**src/rtl/csr_pkg.sv**
```systemverilog
// Shared encodings for the CSR sequencer: CSR op codes, trap causes, request kinds,
// FSM states and the issued-command record with its selection function.
package csr_pkg;

  localparam logic [2:0]  CSR_OP_EXC      = 3'b000;
  localparam logic [2:0]  CSR_OP_MRET     = 3'b001;

  localparam logic [11:0] EXC_MISALIGNED  = 12'h000;
  localparam logic [11:0] EXC_ILLEGAL     = 12'h002;
  localparam logic [11:0] EXC_BREAKPOINT  = 12'h003;
  localparam logic [11:0] EXC_ECALL_M     = 12'h00B;
  localparam logic [11:0] INT_EXT_M       = 12'h01B;
  localparam logic [11:0] INT_SW_M        = 12'h013;

  typedef enum logic [2:0] {
    KIND_CSR        = 3'b000,
    KIND_MRET       = 3'b001,
    KIND_ECALL      = 3'b010,
    KIND_EBREAK     = 3'b011,
    KIND_ILLEGAL    = 3'b100,
    KIND_MISALIGNED = 3'b101
  } req_kind_e;

  typedef enum logic [2:0] {
    ST_IDLE, ST_ISSUE, ST_WAIT, ST_GAP, ST_RESP
  } seq_state_e;

  typedef enum logic [1:0] {
    CLS_CSR, CLS_MRET, CLS_EXC, CLS_INT
  } op_class_e;

  typedef struct packed {
    op_class_e   cls;
    logic [2:0]  op;
    logic [11:0] addr;
    logic [31:0] wdata;
  } csr_cmd_t;

  // Pending interrupts win over whatever the request asked for.
  function automatic csr_cmd_t select_cmd(input logic        ext_pend,
                                          input logic        sw_pend,
                                          input logic [2:0]  kind,
                                          input logic [1:0]  funct,
                                          input logic [11:0] addr,
                                          input logic [31:0] operand,
                                          input logic [31:0] pc);
    csr_cmd_t cmd;
    cmd = '{cls: CLS_EXC, op: CSR_OP_EXC, addr: EXC_ILLEGAL, wdata: pc};
    if (ext_pend) begin
      cmd.cls  = CLS_INT;
      cmd.addr = INT_EXT_M;
    end else if (sw_pend) begin
      cmd.cls  = CLS_INT;
      cmd.addr = INT_SW_M;
    end else begin
      case (kind)
        KIND_CSR: begin
          cmd.cls   = CLS_CSR;
          cmd.op    = {1'b1, funct};
          cmd.addr  = addr;
          cmd.wdata = operand;
        end
        KIND_MRET: begin
          cmd.cls   = CLS_MRET;
          cmd.op    = CSR_OP_MRET;
          cmd.addr  = '0;
          cmd.wdata = '0;
        end
        KIND_ECALL:      cmd.addr = EXC_ECALL_M;
        KIND_EBREAK:     cmd.addr = EXC_BREAKPOINT;
        KIND_MISALIGNED: cmd.addr = EXC_MISALIGNED;
        default:         cmd.addr = EXC_ILLEGAL;
      endcase
    end
    return cmd;
  endfunction

endpackage

```
**src/rtl/csr_watchdog.sv**
```systemverilog
// Down-counter that flags a CSR operation whose busy handshake never completes.
// Only instantiated when CSR_SEQ_WATCHDOG_EN is defined.
module csr_watchdog
  #(parameter int CYCLES = 15)
  (
  input  logic clk,
  input  logic rst_n,
  input  logic load_i,
  input  logic clear_i,
  input  logic en_i,
  output logic expire_o
);

  localparam int CW = $clog2(CYCLES + 1);

  logic [CW-1:0] count_q;

  always_ff @(posedge clk or negedge rst_n) begin
    if (!rst_n) begin
      count_q <= '0;
    end else if (clear_i) begin
      count_q <= '0;
    end else if (load_i) begin
      count_q <= CW'(CYCLES);
    end else if (en_i && count_q != '0) begin
      count_q <= count_q - CW'(1);
    end
  end

  // Fires at the end of the CYCLES-th running cycle; a completing handshake wins.
  assign expire_o = en_i && !clear_i && (count_q == CW'(1));

endmodule

```
**src/rtl/csr_sequencer.sv**
```systemverilog
// Execute-stage to CSR-unit sequencer: issues CSR/MRET/trap operations, injects interrupts,
// escalates CSR faults to illegal-instruction traps. Optional CSR_SEQ_WATCHDOG_EN adds a hang watchdog.
module csr_sequencer
  import csr_pkg::*;
  #(parameter int WATCHDOG_CYCLES = 15)
  (
  input  logic        clk,
  input  logic        reset_n,
  input  logic        req_valid,
  input  logic [2:0]  req_kind,
  input  logic [2:0]  req_funct3,
  input  logic [11:0] req_csr_addr,
  input  logic [31:0] req_operand,
  input  logic [31:0] req_pc,
  output logic        resp_done,
  output logic        resp_rd_write,
  output logic [31:0] resp_rd_value,
  output logic        resp_redirect,
  output logic [31:0] resp_target_pc,
  output logic        resp_trap,
  output logic        resp_int,
  output logic        csr_available,
  output logic [2:0]  csr_op,
  output logic [11:0] csr_addr_exception,
  output logic [31:0] csr_write_value,
  input  logic        csr_busy,
  input  logic        csr_fault,
  input  logic [31:0] csr_read_value,
  input  logic        csr_ext_int_pending,
  input  logic        csr_sw_int_pending,
  output logic        seq_error
);

  seq_state_e  state_q;
  op_class_e   cls_q;
  logic        available_q, resp_done_q, rd_write_q, redirect_q, trap_q, int_q, seq_error_q;
  logic [2:0]  op_q;
  logic [11:0] addr_q;
  logic [31:0] wdata_q, rd_value_q, target_q;
  csr_cmd_t    cmd_d;
  logic        accept;
  logic        funct3_unused;

  assign cmd_d = select_cmd(csr_ext_int_pending, csr_sw_int_pending, req_kind,
                            req_funct3[1:0], req_csr_addr, req_operand, req_pc);
  assign accept        = (state_q == ST_IDLE) && req_valid && !resp_done_q;
  assign funct3_unused = req_funct3[2];

`ifdef CSR_SEQ_WATCHDOG_EN
  logic wd_expire;

  csr_watchdog #(.CYCLES(WATCHDOG_CYCLES)) u_watchdog (
    .clk      (clk),
    .rst_n    (reset_n),
    .load_i   (accept || (state_q == ST_GAP)),
    .clear_i  ((state_q == ST_WAIT) && !csr_busy),
    .en_i     ((state_q == ST_ISSUE) || (state_q == ST_WAIT)),
    .expire_o (wd_expire)
  );
`else
  logic [31:0] wd_cfg_unused;
  assign wd_cfg_unused = 32'(WATCHDOG_CYCLES);
`endif

  always_ff @(posedge clk or negedge reset_n) begin
    if (!reset_n) begin
      state_q     <= ST_IDLE;
      cls_q       <= CLS_CSR;
      available_q <= 1'b0;
      op_q        <= CSR_OP_EXC;
      addr_q      <= '0;
      wdata_q     <= '0;
      resp_done_q <= 1'b0;
      rd_write_q  <= 1'b0;
      rd_value_q  <= '0;
      redirect_q  <= 1'b0;
      target_q    <= '0;
      trap_q      <= 1'b0;
      int_q       <= 1'b0;
      seq_error_q <= 1'b0;
    end else begin
      case (state_q)
        ST_IDLE: begin
          resp_done_q <= 1'b0;
          if (accept) begin
            cls_q       <= cmd_d.cls;
            op_q        <= cmd_d.op;
            addr_q      <= cmd_d.addr;
            wdata_q     <= cmd_d.wdata;
            available_q <= 1'b1;
            state_q     <= ST_ISSUE;
          end
        end
        ST_ISSUE: begin
          if (csr_busy) state_q <= ST_WAIT;
        end
        ST_WAIT: begin
          if (!csr_busy) begin
            available_q <= 1'b0;
            if (cls_q == CLS_CSR && csr_fault) begin
              state_q <= ST_GAP;
            end else begin
              if (csr_fault) seq_error_q <= 1'b1;
              resp_done_q <= 1'b1;
              state_q     <= ST_RESP;
              case (cls_q)
                CLS_CSR: begin
                  rd_write_q <= 1'b1;
                  rd_value_q <= csr_read_value;
                end
                CLS_MRET: begin
                  redirect_q <= 1'b1;
                  target_q   <= csr_read_value;
                end
                default: begin
                  redirect_q <= 1'b1;
                  target_q   <= csr_read_value;
                  trap_q     <= 1'b1;
                  int_q      <= (cls_q == CLS_INT);
                end
              endcase
            end
          end
        end
        // Available stayed low for this cycle; retry as an illegal-instruction trap.
        ST_GAP: begin
          cls_q       <= CLS_EXC;
          op_q        <= CSR_OP_EXC;
          addr_q      <= EXC_ILLEGAL;
          wdata_q     <= req_pc;
          available_q <= 1'b1;
          state_q     <= ST_ISSUE;
        end
        ST_RESP: begin
          resp_done_q <= 1'b0;
          rd_write_q  <= 1'b0;
          rd_value_q  <= '0;
          redirect_q  <= 1'b0;
          target_q    <= '0;
          trap_q      <= 1'b0;
          int_q       <= 1'b0;
          state_q     <= ST_IDLE;
        end
        default: state_q <= ST_IDLE;
      endcase
`ifdef CSR_SEQ_WATCHDOG_EN
      if (wd_expire) begin
        seq_error_q <= 1'b1;
        available_q <= 1'b0;
        resp_done_q <= 1'b1;
        state_q     <= ST_IDLE;
      end
`endif
    end
  end

  assign resp_done          = resp_done_q;
  assign resp_rd_write      = rd_write_q;
  assign resp_rd_value      = rd_value_q;
  assign resp_redirect      = redirect_q;
  assign resp_target_pc     = target_q;
  assign resp_trap          = trap_q;
  assign resp_int           = int_q;
  assign csr_available      = available_q;
  assign csr_op             = op_q;
  assign csr_addr_exception = addr_q;
  assign csr_write_value    = wdata_q;
  assign seq_error          = seq_error_q;

endmodule
```
**config.mk**
```make
export PLATFORM = sky130hd
export DESIGN_NAME = csr_sequencer
export DESIGN_NICKNAME = d
export VERILOG_FILES = /design/src/rtl/csr_pkg.sv /design/src/rtl/csr_watchdog.sv /design/src/rtl/csr_sequencer.sv
export SDC_FILE = /design/constraint.sdc
export NUM_CORES = 1
export LEC_CHECK = 0
export CORE_MARGIN = 2
export CORE_UTILIZATION = 44
export CTS_CLUSTER_DIAMETER = 80
export CTS_CLUSTER_SIZE = 8
export DETAILED_ROUTE_END_ITERATION = 7
export PLACE_DENSITY = 0.85
export SYNTH_ARGS = -nofsm -noshare
export SYNTH_HDL_FRONTEND = slang
export SYNTH_SLANG_ARGS = --single-unit
```
**constraint.sdc**
```tcl
create_clock -name clk -period 4.1 [get_ports clk]
set_input_delay 1.23 -clock clk [delete_from_list [all_inputs] [get_ports clk]]
set_output_delay 1.23 -clock clk [all_outputs]
set_load 0.005 [all_outputs]
```
* Word level (Yosys, flattened, before mapping)
Index checks and enable logic that the tools add are counted.
** Storage, ports and cells
- Memories kept :: 0
- Memory bits (read-only) :: 0
- Input port bits :: 121
- Memory bits (writable) :: 0
- Bits in latches :: 0
- Flip-flop bits (word level) :: 123
- Word-level logic and storage cells :: 109
** Cells by class
- Magnitude comparators :: 0
- Add/sub/neg operators :: 0
- Div/mod/pow operators :: 0
- Shift operators :: 0
- Reduce and logical (&&, ||, !) cells :: 22
- Equal/unequal tests :: 17
- Multipliers :: 0
- Muxes and demuxes :: 54
- Bitwise gates (word level) :: 2
** Operator list (number)
- 32-bit 2-to-1 mux :: 9
- 32-bit one-hot mux with 2 select lines :: 4
- 12-bit one-hot mux with 4 select lines :: 1
- 12-bit 2-to-1 mux :: 3
- 12-bit one-hot mux with 2 select lines :: 1
- 3-bit 2-to-1 mux :: 7
- 1-bit 2-to-1 mux :: 16
- 4-bit AND reduction :: 4
- 2-bit != test, second input constant :: 7
- 3-bit by 2-bit equality test with 1-bit output, second input constant :: 4
- 3-bit one-hot mux with 4 select lines :: 1
- 1-bit one-hot mux with 2 select lines :: 5
- 5-bit one-hot mux with 2 select lines :: 1
- 3-bit AND reduction :: 3
- 3-bit by 1-bit equality test with 1-bit output, second input constant :: 2
- 3-bit equality test, second input constant :: 2
- 3-bit zero test :: 2
- 2-bit 2-to-1 mux :: 3
- 3-bit one-hot mux with 2 select lines :: 1
- 2-bit nonzero test :: 3
- 2-bit OR reduction :: 3
- 2-bit one-hot mux with 2 select lines :: 1
- 1-bit logical AND :: 3
- 1-bit one-hot mux with 3 select lines :: 1
- other kinds (7) :: 8

* Depth between registers and ports, before layout
Gate-level depths: netlist (run 1).
- Depth after elaboration :: 7
- Gate-level depth with buffers :: 7

* Worst setup path after synthesis (run 1)
OpenSTA, ideal clock, no wires.
- Path kind :: input-to-reg
- Start :: input port csr_busy
- End :: register rd_value_q[0], in the netlist resp_rd_value[0]
- Arrival time :: 2.458 ns
- Library setup time :: 0.136 ns
- Data required time :: 3.964 ns
- Stages on the path :: 6
- Setup slack :: 1.505 ns
- Path through :: or4b_4 > or3_1 > buf_2 > buf_6 > nand2_1 > a21oi_1
** On the way
- Cells in the longest elaborated chain, start to end :: 2
** Ends and longest elaborated chain
- start: declaration :: RTL line csr_sequencer.sv:26 : input logic csr_busy,
- 2-bit != test (no line)
- 4-bit AND reduction (no line)
- end signal: assignment :: RTL line csr_sequencer.sv:109 : rd_value_q <= csr_read_value;
- end: declaration :: RTL line csr_sequencer.sv:39 : logic [31:0] wdata_q, rd_value_q, target_q;
No other way between the ends.
A chain may end at the register's enable or synchronous reset.

* Final worst setup path (run 1)
- Start :: input port req_valid
- End :: register wdata_q[15], in the netlist csr_write_value[15]
** On the way
- Cells in the longest elaborated chain, start to end :: 4
** Ends and longest elaborated chain
- start: declaration :: RTL line csr_sequencer.sv:9 : input logic req_valid,
- 1-bit logical AND (2 in a row) :: RTL line csr_sequencer.sv:46 : assign accept = (state_q == ST_IDLE) && req_valid && !resp_done_q;
- 2-bit != test (no line)
- 2-bit AND reduction (no line)
- end signal: assignment :: RTL line csr_sequencer.sv:89 : wdata_q <= cmd_d.wdata;
- end signal: assignment :: RTL line csr_sequencer.sv:130 : wdata_q <= req_pc;
- end: declaration :: RTL line csr_sequencer.sv:39
No other way between the ends.

==> impl_metrics.json, run 1 <==
{
  "status": "completed",
  "fin_setup_tns_ns": 0,
  "io_buffers": 237,
  "grt_pass1_wl_um": 25900,
  "yosys_most_used_dff": "dfrtp_1",
  "use_met1_pct": 30.4,
  "clock-sinks": 123,
  "via_per_inst": 5.37,
  "synth-seq-cells": 123,
  "numCtsBuffers": 17,
  "die_h_um": 111,
  "r2r_end": "csr_write_value[15]",
  "rows": 39,
  "pwr-share-comb_pct": 37.8,
  "ctsHoldBuffers": 0,
  "syn_to_final_growth_pct": 63.1,
  "leakage_nw": 3.67,
  "cap_violations": 0,
  "rsz0062_at_grt": "false",
  "regToRegSetupSlack_ns": 1.57,
  "nets": 852,
  "cts_setup_buffers": 0,
  "vias": 4759,
  "io_pins": 239,
  "crit_path_start_kind": "primary input",
  "r2r-start": "state_q[1]",
  "grt.total_usage_pct": 26.7,
  "first_iter_violations": 464,
  "finClkSkew_ns": 0.00820,
  "ys_top_cells_by_count": "nand2_1 (141), dfrtp_1 (123), a21oi_1 (40), nand3_1 (35), a221o_1 (32)",
  "yosysTopAreaCellShare_pct": 60.8,
  "relSlewSlack_pct": 18.5,
  "hold_violations": 0,
  "htree_levels": 4,
  "synth.most_common_cell": "nand2_1",
  "drt-pass1-iter-count": 4,
  "seq_power_share_pct": 33.6,
  "min_path_cells": 2,
  "clk_pin_slew_worst_paths_ns": 0.05,
  "post-route-period-util_pct": 78.6,
  "dp.final_hpwl_um": 11300,
  "p_sw_share_pct": 29.6,
  "cp_max_fo": 33,
  "fmax_ghz": 0.310,
  "instances_no_fill": 887,
  "synth_area_um2": 5060,
  "dp_cells": 855,
  "ys_types": 36,
  "path_cells": "clkdlybuf4s50_1 > nor3b_2 > a21oi_2 > nor2_2 > buf_4 > a221o_1",
  "power_density_nw_per_um2": 727,
  "cts_resized": 0,
  "detail-route-antenna-nets": 0,
  "yosys.area.top_type": "dfrtp_1",
  "ff2ff_path_depth": 5,
  "core_area_um2": 11300,
  "antenna_found_initial": 0,
  "ys_seq_area_share_pct": 60.8,
  "critPathKind": "primary input to register",
  "critical-path-top-delay-family": "compound AO/OA/AOI/OAI gates",
  "gp_congestion": 0.829,
  "cp.arrival_ns": 3.51,
  "routedWlPerCell_um": 18.3,
  "grt_max_degree": 71,
  "cts_tree": "done",
  "die_area_um2": 12400,
  "worstSkewPairLatency_ns": 0.41,
  "internal_power_mw": 4.22,
  "cts_max_path_buffers": 2,
  "async_flop_share_pct": 100,
  "endpoint_kind": "register",
  "min_period_ns": 3.22,
  "grt_overflow": 0,
  "yosys-top-cells-area": "dfrtp_1 (61%), nand2_1 (10%), a221o_1 (6.3%), a21oi_1 (4.0%), and2_1 (3.8%)",
  "slew_violations": 0,
  "die_x_um": 111,
  "tightest_slew_ns": 1.22,
  "ctsRootBufferMaster": "clkbuf_16",
  "ir_worst_vdd_mv": 0.381,
  "route.detailed.drc": 0,
  "cp_num_cells": 6,
  "crit_buf_inv": 2,
  "holdPathEnd": "resp_target_pc[0]",
  "hold_class": "register to register",
  "grt.met2_usage_pct": 45.4,
  "syn_avg_cell_area_um2": 10.2,
  "grt_pass1_vias": 5010,
  "p_switching_mw": 1.78,
  "totalWireLength_um": 16200,
  "power.clock.fraction_pct": 28.6,
  "netlist_instances": 498,
  "grtUsageMet3_pct": 11.3,
  "start_util_pct": 44.7,
  "synth-edff-count": 0,
  "grt-busiest-layer": "met2",
  "final_layout_size_suffix_gt1_share_pct": 7.66,
  "max_stage_delay_ns": 0.92,
  "worstPathRequired_ns": 4.39,
  "syn_nets": 619,
  "critPathSlowestCell": "a21oi_2",
  "antenna_cells": 0,
  "finalSetupViolations": 0,
  "synth_warnings": 0,
  "hold_start": "resp_target_pc[0]"
}
## worst min-delay path: cells and delay by family, from the launching register on
kind	cells	cell delay, ns
flip-flops	1	0.33
AND/OR/NAND/NOR	2	0.10
## power by group through the flow
stage	Sequential, mW	Combinational, mW	Clock [mW]
CTS	2.01	2.29	1.74
finish	2.01	2.27	1.72
detailed placement	2.01	2.28	0
floorplan	2.00	0.907	0
global placement	1.99	2.20	0
global route	2.07	2.48	1.80
## cells in the final DEF (no fill, tap or decap), types with 2 or more instances in the layout
master           netlist  final
nand3_1               35     35
o21ai_0                8      8
nand2_1              141    141
a31oi_1                2      2
inv_1                  4      4
a21o_1                 2      2
clkinv_2               0      4
and2_1                31     31
clkbuf_16              0     17
bufinv_16              0      6
a21oi_1               40     38
nor2_1                14     13
or2_2                  2      2
dfrtp_1              123    123
a22o_1                 9      9
clkbuf_8               0      3
clkdlybuf4s50_1        0    236
a221o_1               32     32
nor3b_2                1      2
a21oi_2                0      2
buf_4                  0     11
nor4_1                 2      2
## worst max path at each step
stage | startpoint | to | slack (ns)
after floorplan | csr_busy | resp_rd_value[0] | 1.51
after global placement | req_valid | csr_write_value[17] | 0.51
after detailed placement | req_valid | csr_write_value[22] | 0.44
after CTS | req_valid | csr_write_value[22] | 0.88
after global routing | req_valid | csr_write_value[25] | 0.72
final | req_valid | csr_write_value[15] | 0.88
## routing by layer
metal / vias up / routed length, um
met5: - / 0
met4: 0 / 302
met3: 25 / 1660
met2: 241 / 8140
met1: 2316 / 6110
li1: 2177 / -
## cell families (layout without fill, tap and decap cells)
kind of cell    after synthesis  count (layout)  share of synthesized area, %
simple gates                239             239                          21.7
buf+inv                      38             284                          3.61
compound gates               98              98                          13.9
flops                       123             123                          60.8
## per-stage QoR
| step | instance area, um^2 | total power [mW] | setup slack, ns | hold slack, ns | utilization, % |
|---|---|---|---|---|---|
| 2_1_floorplan | 5060 | 2.91 | 1.51 | 0.463 | - |
| 3_3_place_gp | 7570 | 4.19 | 0.509 | 0.450 | 66.9 |
| 3_5_place_dp | 7570 | 4.29 | 0.440 | 0.456 | 66.9 |
| 4_1_cts | 8250 | 6.05 | 0.878 | 0.467 | 72.9 |
| 5_1_grt | 8250 | 6.35 | 0.717 | 0.483 | 72.9 |
| 6_report | 8250 | 6.00 | 0.879 | 0.464 | 72.9 |
## state kept, by name (all words and copies together) (netlist names)
register,cells
state_q,3
resp_redirect,1
csr_op,3
resp_rd_write,1
seq_error,1
resp_int,1
cls_q,2
resp_trap,1
csr_write_value,32
csr_available,1
resp_rd_value,32
csr_addr_exception,12
resp_target_pc,32
resp_done,1
## layout make-up
cell class              instances  area, um^2
flip-flops and latches        123        3080
fillers                       797        3070
inverters                       4        15.0
repair buffers                248        2460
clock buffers                  20         467
multi-input cells             337        1830
clock inverters                12         216
well taps                     143         179
Power figures use the tool's default switching activity.
==> run 2, diff against run 1 <==
Settings changed: CORE_UTILIZATION 44 to 41, PLACE_DENSITY 0.85 to 0.8.
Clock period 4.1 ns to 3.2 ns, I/O delays scaled along.
==> impl_metrics.json, run 2 (synthesis results as in run 1) <==
{
  "status": "completed",
  "ctsRootBufferMaster": "clkbuf_16",
  "die_h_um": 115,
  "core_area_um2": 12000,
  "min_path_cells": 2,
  "drt-pass1-iter-count": 5,
  "cts_resized": 0,
  "grt-busiest-layer": "met2",
  "worst_hold_slack_ns": 0.464,
  "routedWlPerCell_um": 18.4,
  "dp_slack_ns": 0.206,
  "finalSetupViolations": 0,
  "crit_path_start_kind": "primary input",
  "die_x_um": 115,
  "start_util_pct": 42.1,
  "final_cell_mix": "clkdlybuf4s50_1 (236), nand2_1 (141), dfrtp_1 (123)",
  "stdcell_area_um2": 8170,
  "tightest_slew_ns": 0.858,
  "fmax_ghz": 0.381,
  "worstPathRequired_ns": 3.47,
  "nets": 854,
  "critPathSlowestCell": "or4b_4",
  "layout_commonest_cell": "clkdlybuf4s50_1",
  "ff2ff_path_depth": 5,
  "relSlewSlack_pct": 42.8,
  "place_area_um2": 7640,
  "gp_congestion": 0.904,
  "cp.arrival_ns": 2.89,
  "r2r-start": "state_q[1]",
  "vias": 4804,
  "route.detailed.drc": 0,
  "cts_max_path_buffers": 2,
  "grtUsageMet3_pct": 9.59,
  "detail-route-antenna-nets": 0,
  "hold_class": "register to register",
  "htree_levels": 4,
  "max_stage_delay_ns": 0.58,
  "min_period_ns": 2.63,
  "via_per_inst": 5.37,
  "holdPathEnd": "resp_target_pc[13]",
  "clk_pin_slew_worst_paths_ns": 0.05,
  "slew_violations": 0,
  "rows": 40,
  "hold_violations": 0,
  "cts_setup_buffers": 0,
  "power_density_nw_per_um2": 887,
  "fin_ws_ns": 0.574,
  "grt_pass1_wl_um": 25200,
  "first_iter_violations": 500,
  "worstSkewPairLatency_ns": 0.41,
  "totalWireLength_um": 16500,
  "ir_worst_vdd_mv": 0.400,
  "critPathKind": "primary input to register",
  "use_met1_pct": 28.9,
  "ctsHoldBuffers": 0,
  "rsz0062_at_grt": "false",
  "syn_to_final_growth_pct": 61.4,
  "grt_pass1_vias": 4950,
  "cap_violations": 0,
  "grt.met2_usage_pct": 41.7,
  "hold_start": "resp_target_pc[13]",
  "path_cells": "clkdlybuf4s50_1 > or4b_4 > or3_1 > buf_4 > nand2_1 > a21oi_1",
  "finClkSkew_ns": 0.00948,
  "io_buffers": 237,
  "io_pins": 239,
  "grt.total_usage_pct": 24.7,
  "final_layout_size_suffix_gt1_share_pct": 7.64,
  "cp_max_fo": 33,
  "grt_overflow": 0,
  "die_area_um2": 13200,
  "grt_max_degree": 58,
  "fin_setup_tns_ns": 0,
  "numCtsBuffers": 17,
  "dp.final_hpwl_um": 11600,
  "r2r_end": "resp_target_pc[1]",
  "regToRegSetupSlack_ns": 1.07,
  "cts_tree": "done",
  "clock-sinks": 123,
  "leakage_nw": 3.60,
  "endpoint_kind": "register",
  "antenna_found_initial": 0,
  "post-route-period-util_pct": 82.1
}
-- run 2: where the power goes --
group / switching (mW) / total (mW) / internal [mW]
registers: 0.395 / 2.59 / 2.19
clock network: 0.696 / 1.70 / 1.00
logic: 1.21 / 2.97 / 1.76
total: 2.30 / 7.25 / 4.95
-- run 2: final cells by class --
| class | count | area, um^2 |
|---|---|---|
| fill | 941 | 3840 |
| sequential | 123 | 3080 |
| timing repair buffer | 250 | 2530 |
| multi-input combinational | 337 | 1830 |
| clock buffer | 20 | 447 |
| tap | 147 | 184 |
| clock inverter | 12 | 76.3 |
| inverter | 4 | 15.0 |
| antenna | 2 | 5.00 |
-- run 2: worst max path at each step --
stage                        start                 to  slack [ns]
after floorplan           csr_busy   resp_rd_value[0]        0.88
after global placement    csr_busy   resp_rd_value[1]        0.25
after detailed placement  csr_busy  resp_rd_value[30]        0.21
after CTS                 csr_busy  resp_rd_value[16]        0.63
after global routing      csr_busy  resp_rd_value[22]        0.53
final                     csr_busy  resp_rd_value[30]        0.57
-- run 2: through the flow --
stage	instances	util (%)	power, mW
detailed placement	861	63.6	5.57
floorplan	498	-	3.73
finish	895	68.0	7.25
global placement	861	63.6	5.45
CTS	893	68.0	7.30
global route	893	68.0	7.68
-- run 2: worst max-delay path, delay by kind of cell --
family	cells	cell delay (ns)
buffers and inverters	2	0.78
and+or+nand+nor	3	1.06
AOI/OAI and AO/OA	1	0.08
-- run 2: routing by layer --
layer,up-vias,part of all wire [%]
li1,2190,-
met1,2347,39
met2,247,50
met3,20,9.6
met4,0,1.8
met5,-,0
